## src/rtl/serial_decode_pkg.sv

```systemverilog
// Shared types and defaults for the serial decode receiver.
package serial_decode_pkg;

    localparam int CLKS_PER_BIT_DEF = 4;

    typedef enum logic [1:0] {
        IDLE  = 2'd0,
        START = 2'd1,
        DATA  = 2'd2,
        STOP  = 2'd3
    } rx_state_e;

endpackage

```

## src/rtl/nibble_rev_inv_decode.sv

```systemverilog
// Combinational decode: each nibble of the raw byte is bit-reversed and inverted.
module nibble_rev_inv_decode (
    input  logic [7:0] raw_in,
    output logic [7:0] dec_out
);

    always_comb begin
        dec_out = 8'h00;
        for (int i = 0; i < 4; i++) begin
            dec_out[i]     = ~raw_in[3 - i];
            dec_out[i + 4] = ~raw_in[7 - i];
        end
    end

endmodule

```

## src/rtl/serial_decode_rx.sv

```systemverilog
// Serial 8N1 receiver with nibble decode; byte valid 3 + CLKS_PER_BIT/2 + 9*CLKS_PER_BIT cycles after line falls.
// Never stalls: a byte completing while the held byte is unconsumed is dropped with an overrun pulse.
module serial_decode_rx
    import serial_decode_pkg::*;
#(
    parameter int CLKS_PER_BIT = CLKS_PER_BIT_DEF
) (
    input  logic       clk,
    input  logic       rst_n,
    input  logic       rx_serial,
    output logic [7:0] data_out,
    output logic       data_valid,
    input  logic       data_ready,
    output logic       frame_err,
    output logic       overrun_err
);

    localparam int            CW       = $clog2(CLKS_PER_BIT);
    localparam logic [CW-1:0] CNT_MID  = CW'(CLKS_PER_BIT / 2 - 1);
    localparam logic [CW-1:0] CNT_LAST = CW'(CLKS_PER_BIT - 1);

    rx_state_e     state_q, state_d;
    logic [1:0]    sync_q, sync_d;
    logic [1:0]    fill_q, fill_d;
    logic          armed_q, armed_d;
    logic          prev_q, prev_d;
    logic [CW-1:0] cnt_q, cnt_d;
    logic [2:0]    bit_idx_q, bit_idx_d;
    logic [7:0]    raw_q, raw_d;
    logic [7:0]    data_out_q, data_out_d;
    logic          data_valid_q, data_valid_d;
    logic          frame_err_q, frame_err_d;
    logic          overrun_q, overrun_d;
    logic          rxs;
    logic          frame_done;
    logic          consume;
    logic [7:0]    dec_byte;

    assign rxs = sync_q[1];

    nibble_rev_inv_decode u_decode (
        .raw_in  (raw_q),
        .dec_out (dec_byte)
    );

    // fill_q marks when rxs carries a real line sample rather than the reset
    // value, so a line held low through reset can never look like a start edge.
    always_comb begin
        sync_d  = {sync_q[0], rx_serial};
        fill_d  = {fill_q[0], 1'b1};
        armed_d = armed_q | (fill_q[1] & rxs);
        prev_d  = rxs;
    end

    always_comb begin
        state_d     = state_q;
        cnt_d       = (cnt_q == CNT_LAST) ? '0 : cnt_q + CW'(1);
        bit_idx_d   = bit_idx_q;
        raw_d       = raw_q;
        frame_done  = 1'b0;
        frame_err_d = 1'b0;
        case (state_q)
            IDLE: begin
                cnt_d     = '0;
                bit_idx_d = 3'd0;
                if (armed_q && prev_q && !rxs) begin
                    state_d = START;
                end
            end
            START: begin
                if (cnt_q == CNT_MID) begin
                    cnt_d   = '0;
                    state_d = rxs ? IDLE : DATA;
                end
            end
            DATA: begin
                if (cnt_q == CNT_LAST) begin
                    raw_d[bit_idx_q] = rxs;
                    bit_idx_d        = bit_idx_q + 3'd1;
                    if (bit_idx_q == 3'd7) begin
                        state_d = STOP;
                    end
                end
            end
            STOP: begin
                if (cnt_q == CNT_LAST) begin
                    state_d     = IDLE;
                    frame_done  = rxs;
                    frame_err_d = ~rxs;
                end
            end
            default: state_d = IDLE;
        endcase
    end

    // A completing frame may load in the same cycle the held byte is taken.
    always_comb begin
        consume      = data_valid_q & data_ready;
        data_valid_d = data_valid_q & ~consume;
        data_out_d   = data_out_q;
        overrun_d    = 1'b0;
        if (frame_done) begin
            if (!data_valid_q || consume) begin
                data_out_d   = dec_byte;
                data_valid_d = 1'b1;
            end else begin
                overrun_d = 1'b1;
            end
        end
    end

    always_ff @(posedge clk or negedge rst_n) begin
        if (!rst_n) begin
            state_q      <= IDLE;
            sync_q       <= 2'b11;
            fill_q       <= 2'b00;
            armed_q      <= 1'b0;
            prev_q       <= 1'b1;
            cnt_q        <= '0;
            bit_idx_q    <= 3'd0;
            raw_q        <= 8'h00;
            data_out_q   <= 8'h00;
            data_valid_q <= 1'b0;
            frame_err_q  <= 1'b0;
            overrun_q    <= 1'b0;
        end else begin
            state_q      <= state_d;
            sync_q       <= sync_d;
            fill_q       <= fill_d;
            armed_q      <= armed_d;
            prev_q       <= prev_d;
            cnt_q        <= cnt_d;
            bit_idx_q    <= bit_idx_d;
            raw_q        <= raw_d;
            data_out_q   <= data_out_d;
            data_valid_q <= data_valid_d;
            frame_err_q  <= frame_err_d;
            overrun_q    <= overrun_d;
        end
    end

    assign data_out    = data_out_q;
    assign data_valid  = data_valid_q;
    assign frame_err   = frame_err_q;
    assign overrun_err = overrun_q;

endmodule

```

## config.mk

```make
export PLATFORM = sky130hd
export DESIGN_NAME = serial_decode_rx
export DESIGN_NICKNAME = d
export VERILOG_FILES = /design/src/rtl/serial_decode_pkg.sv /design/src/rtl/nibble_rev_inv_decode.sv /design/src/rtl/serial_decode_rx.sv
export SDC_FILE = /design/constraint.sdc
export NUM_CORES = 1
export LEC_CHECK = 0
export CORE_MARGIN = 1
export CORE_UTILIZATION = 27
export DETAILED_ROUTE_END_ITERATION = 6
export GPL_TIMING_DRIVEN = 1
export SYNTH_ARGS = -nofsm -noshare
export SYNTH_HDL_FRONTEND = slang
export SYNTH_SLANG_ARGS = --single-unit
```

## constraint.sdc

```tcl
create_clock -name clk -period 2.1 [get_ports clk]
set_input_delay 0.315 -clock clk [delete_from_list [all_inputs] [get_ports clk]]
set_output_delay 0.315 -clock clk [all_outputs]
set_load 0.01 [all_outputs]
```

==> results.txt <==
CP max stage cell: sky130_fd_sc_hd__dfrtp_1
number of enable-type register cells in the synthesized netlist: 0
Initial Util: 28.55%
top cells by area in the synthesized netlist: sky130_fd_sc_hd__dfrtp_1 53%, sky130_fd_sc_hd__mux2i_1 6.6%, sky130_fd_sc_hd__dfstp_2 5.7%, sky130_fd_sc_hd__ha_1 4.5%, sky130_fd_sc_hd__mux2_2 4.1%
max-cap viol count: 0
Clock Skews: 0.009441 ns
design internal power: 1.180 mW
worst setup slack after layout: 0.4254 ns
leakage dissipation: 0.7625 nW
average size of a mapped cell: 12.28 um^2
period utilization: 79.74%
setup slack of the most critical reg-to-reg path: 0.43 ns
Synthesized Nets: 121
worst-case clock buffer depth: 2
horizontal extent of the die: 73.37 um
share of power burned in combinational logic: 22.6%
vias per std cell: 4.282
net switching power: 0.5352 mW
die outline area: 5382 um^2
Hold WC Path Type: flop to flop
element type at the critical path end: flop
Finished Core Util: 34.39%
Final Slew Violations: 0
drc violations: 0
CORE AREA: 4817 um^2
achievable frequency: 597.2 MHz
CTS H-tree lvls: 2
critical-path maximum fanout: 9
routability congestion estimate from global placement: 0.7345
CP peak stage delay: 0.41 ns
launch point of the worst reg-to-reg path: cnt_q[0]$_DFF_PN0_
number of clock buffers inserted by TritonCTS: 5
fraction of power consumed by the clock network: 25.3%
largest net degree at the start of global routing: 33
Worst EP arrival: 1.84 ns
number of ports placed on the die boundary: 15
initial antenna violation count: 0
die height: 73.37 um
most instantiated library cell after synthesis: sky130_fd_sc_hd__dfrtp_1
cell-by-cell trace of the critical path: ha_1, nand4b_2, nor3b_1, mux2_2
portion of the post-synthesis area used by sequential elements: 58.51%
power per unit of standard cell area: 1036 nW/um^2
Final Setup Violations: 0
share of synthesized area spent on multiplexers: 13.10%
via count: 835
count of unique library cells instantiated by Yosys: 30
worst supply voltage drop on vdd: 439.7 uV
required time of the critical path: 2.27 ns
Pre-antenna DRT Iters: 2
first-pass GRT wire length: 4.002 mm
reg-to-reg endpoint: raw_q[5]$_DFFE_PN0P_
worst setup path class: flop to flop
combinational family with the most area after synthesis: multiplexers
cell taking the most area after synthesis: sky130_fd_sc_hd__dfrtp_1
number of buffers inserted by hold repair at cts: 0
adder-cell share of the synthesized area: 4.550%
setup_tns: 0 ns
most used standard cells in the synthesized netlist: 29 x sky130_fd_sc_hd__dfrtp_1, 12 x sky130_fd_sc_hd__inv_1, 9 x sky130_fd_sc_hd__mux2i_1
Total Wirelength: 2.203 mm
portion of total power attributed to sequential cells: 52.1%
post-synthesis compound-gate area fraction: 6.915%
post-synthesis instance area: 1375 um^2
average wire length per cell after detail routing: 11.30 um
pre-CTS setup slack: 0.4205 ns
count of fill cells added during filler insertion: 514
final hold viol count: 0
R2R cell count: 4
clock input transition at the sequential cells of the worst setup and hold paths: 0.06 ns
TritonCTS clock tree: yes
number of nets still failing antenna checks after routing: 0
number of register bits inferred by synthesis: 32
via count of the first global-routing pass: 883
Mapped Cells: 112
residual overflow from global routing: 0
source of the worst hold timing path: fill_q[0]$_DFF_PN0_
Yosys warning total: 0
Syn-to-layout area delta: 20.47%
Setup Fix Bufs, Post-CTS: 0
antenna diode instance count: 0
depth of the worst hold-timing path: 0
fraction of final layout cells with drive strength greater than 1: 13.28%
clock insertion delay at the later pin of the skew report: 0.28 ns
clock sink count: 32
clock root cell: sky130_fd_sc_hd__clkbuf_8
result of the run: finished, final reports clean
number of cells upsized or downsized after cts: 0
type of element launching the critical path: flop
dpl hpwl: 1.500 mm
post-layout net count: 137
port buffer count: 14
top-area cell type share of the netlist area: 52.78%
total routing resource utilization after global routing: 10.08%
FP Rows: 25
async set or reset register ratio after synthesis: 100.0%
Switching Fraction: 31.19%
parity-gate share of the synthesized area counting xor and xnor cells: 0%
flip-flop cell with the highest count after synthesis: sky130_fd_sc_hd__dfrtp_1
area share of and/or/nand/nor cells after synthesis: 10.83%
final worst path period need: 1.675 ns
iteration-0 DRC count of the detailed router: 36
hold-critical path endpoint: fill_q[1]$_DFF_PN0_
RSZ-0062 raised after global routing: false
-- logic make-up (layout without fill, tap and decap cells) --
kind of cell / after synthesis / count (layout)
AND/OR/NAND/NOR: 25 / 25
adder cells (fa/ha/maj): 5 / 5
other: 1 / 1
multiplexers: 17 / 17
AO/OA/AOI/OAI: 13 / 13
flip-flops: 32 / 32
buffers and inverters: 19 / 35
-- flip-flops by register name, summed over array words and instances (netlist names), named ones only --
name / count
cnt_q: 2
armed_q: 1
bit_idx_q: 3
prev_q: 1
data_valid: 1
raw_q: 8
state_q: 1
sync_q: 2
fill_q: 2
data_out: 8
overrun_err: 1
frame_err: 1
-- through the flow --
stage / hold slack (ns) / instance area, um^2 / total power [mW] / std cells
2_1_floorplan: 0.01941 / 1375 / 1.180 / 112
3_3_place_gp: 0.3358 / 1579 / 1.267 / 188
3_5_place_dp: 0.3450 / 1579 / 1.305 / 188
4_1_cts: 0.3536 / 1657 / 1.741 / 195
5_1_grt: 0.3529 / 1657 / 1.863 / 195
6_report: 0.3488 / 1657 / 1.716 / 195
-- layout make-up --
cell class | instances | area [um^2] | share of cell area (%)
repair buffers | 16 | 155.1 | 9.366
well taps | 67 | 83.83 | 5.060
multi-input cells | 61 | 490.5 | 29.61
clock buffers | 6 | 72.57 | 4.381
flip-flops and latches | 32 | 804.5 | 48.56
inverters | 12 | 45.04 | 2.719
clock inverters | 1 | 5.005 | 0.3021
-- cells in the final DEF, fill, tap and decap left out, drive strengths merged, types with 2 or more instances in the layout --
cell type / instances
nor3: 2
ha: 5
nand3: 2
a31oi: 2
buf: 2
nor2: 5
nor2b: 4
a22o: 5
mux2: 8
nand3b: 2
a21oi: 2
dfstp: 3
nor3b: 2
inv: 12
clkbuf: 6
clkdlybuf4s50: 14
mux2i: 9
dfrtp: 29
nand2: 4
-- critical path: cells and delay by family, from the launching register on --
kind	cells	cell delay, ns
adder cells (fa/ha/maj)	1	0.35
flip-flops	1	0.41
multiplexers	1	0.35
AND/OR/NAND/NOR	2	0.45
-- per-layer routing --
| metal | part of all wire (%) | GRT usage [%] | up-vias | routed length [um] |
|---|---|---|---|---|
| li1 | - | - | 407 | - |
| met1 | 46 | 11.88 | 408 | 1006 |
| met2 | 48 | 15.95 | 14 | 1050 |
| met3 | 4.4 | 3.567 | 6 | 97 |
| met4 | 2.2 | 5.769 | 0 | 48 |
| met5 | 0 | 0 | - | 0 |
-- power by group through the flow --
stage	sequential, mW	clock, mW	combinational, mW
2_1_floorplan	0.816	0	0.363
5_1_grt	0.922	0.486	0.454
3_3_place_gp	0.893	0	0.374
3_5_place_dp	0.905	0	0.400
6_report	0.893	0.434	0.388
4_1_cts	0.893	0.449	0.399
-- worst max-delay path by stage --
stage	startpoint	endpoint	slack (ns)	cells after the start
after floorplan	cnt_q[0]$_DFF_PN0_	raw_q[5]$_DFFE_PN0P_	0.63	5
after global placement	cnt_q[0]$_DFF_PN0_	raw_q[5]$_DFFE_PN0P_	0.50	4
after detailed placement	cnt_q[0]$_DFF_PN0_	raw_q[5]$_DFFE_PN0P_	0.42	4
after CTS	cnt_q[0]$_DFF_PN0_	raw_q[5]$_DFFE_PN0P_	0.43	4
after global routing	cnt_q[0]$_DFF_PN0_	raw_q[5]$_DFFE_PN0P_	0.28	4
final	cnt_q[0]$_DFF_PN0_	raw_q[5]$_DFFE_PN0P_	0.43	4
Power figures use the tool's default switching activity.
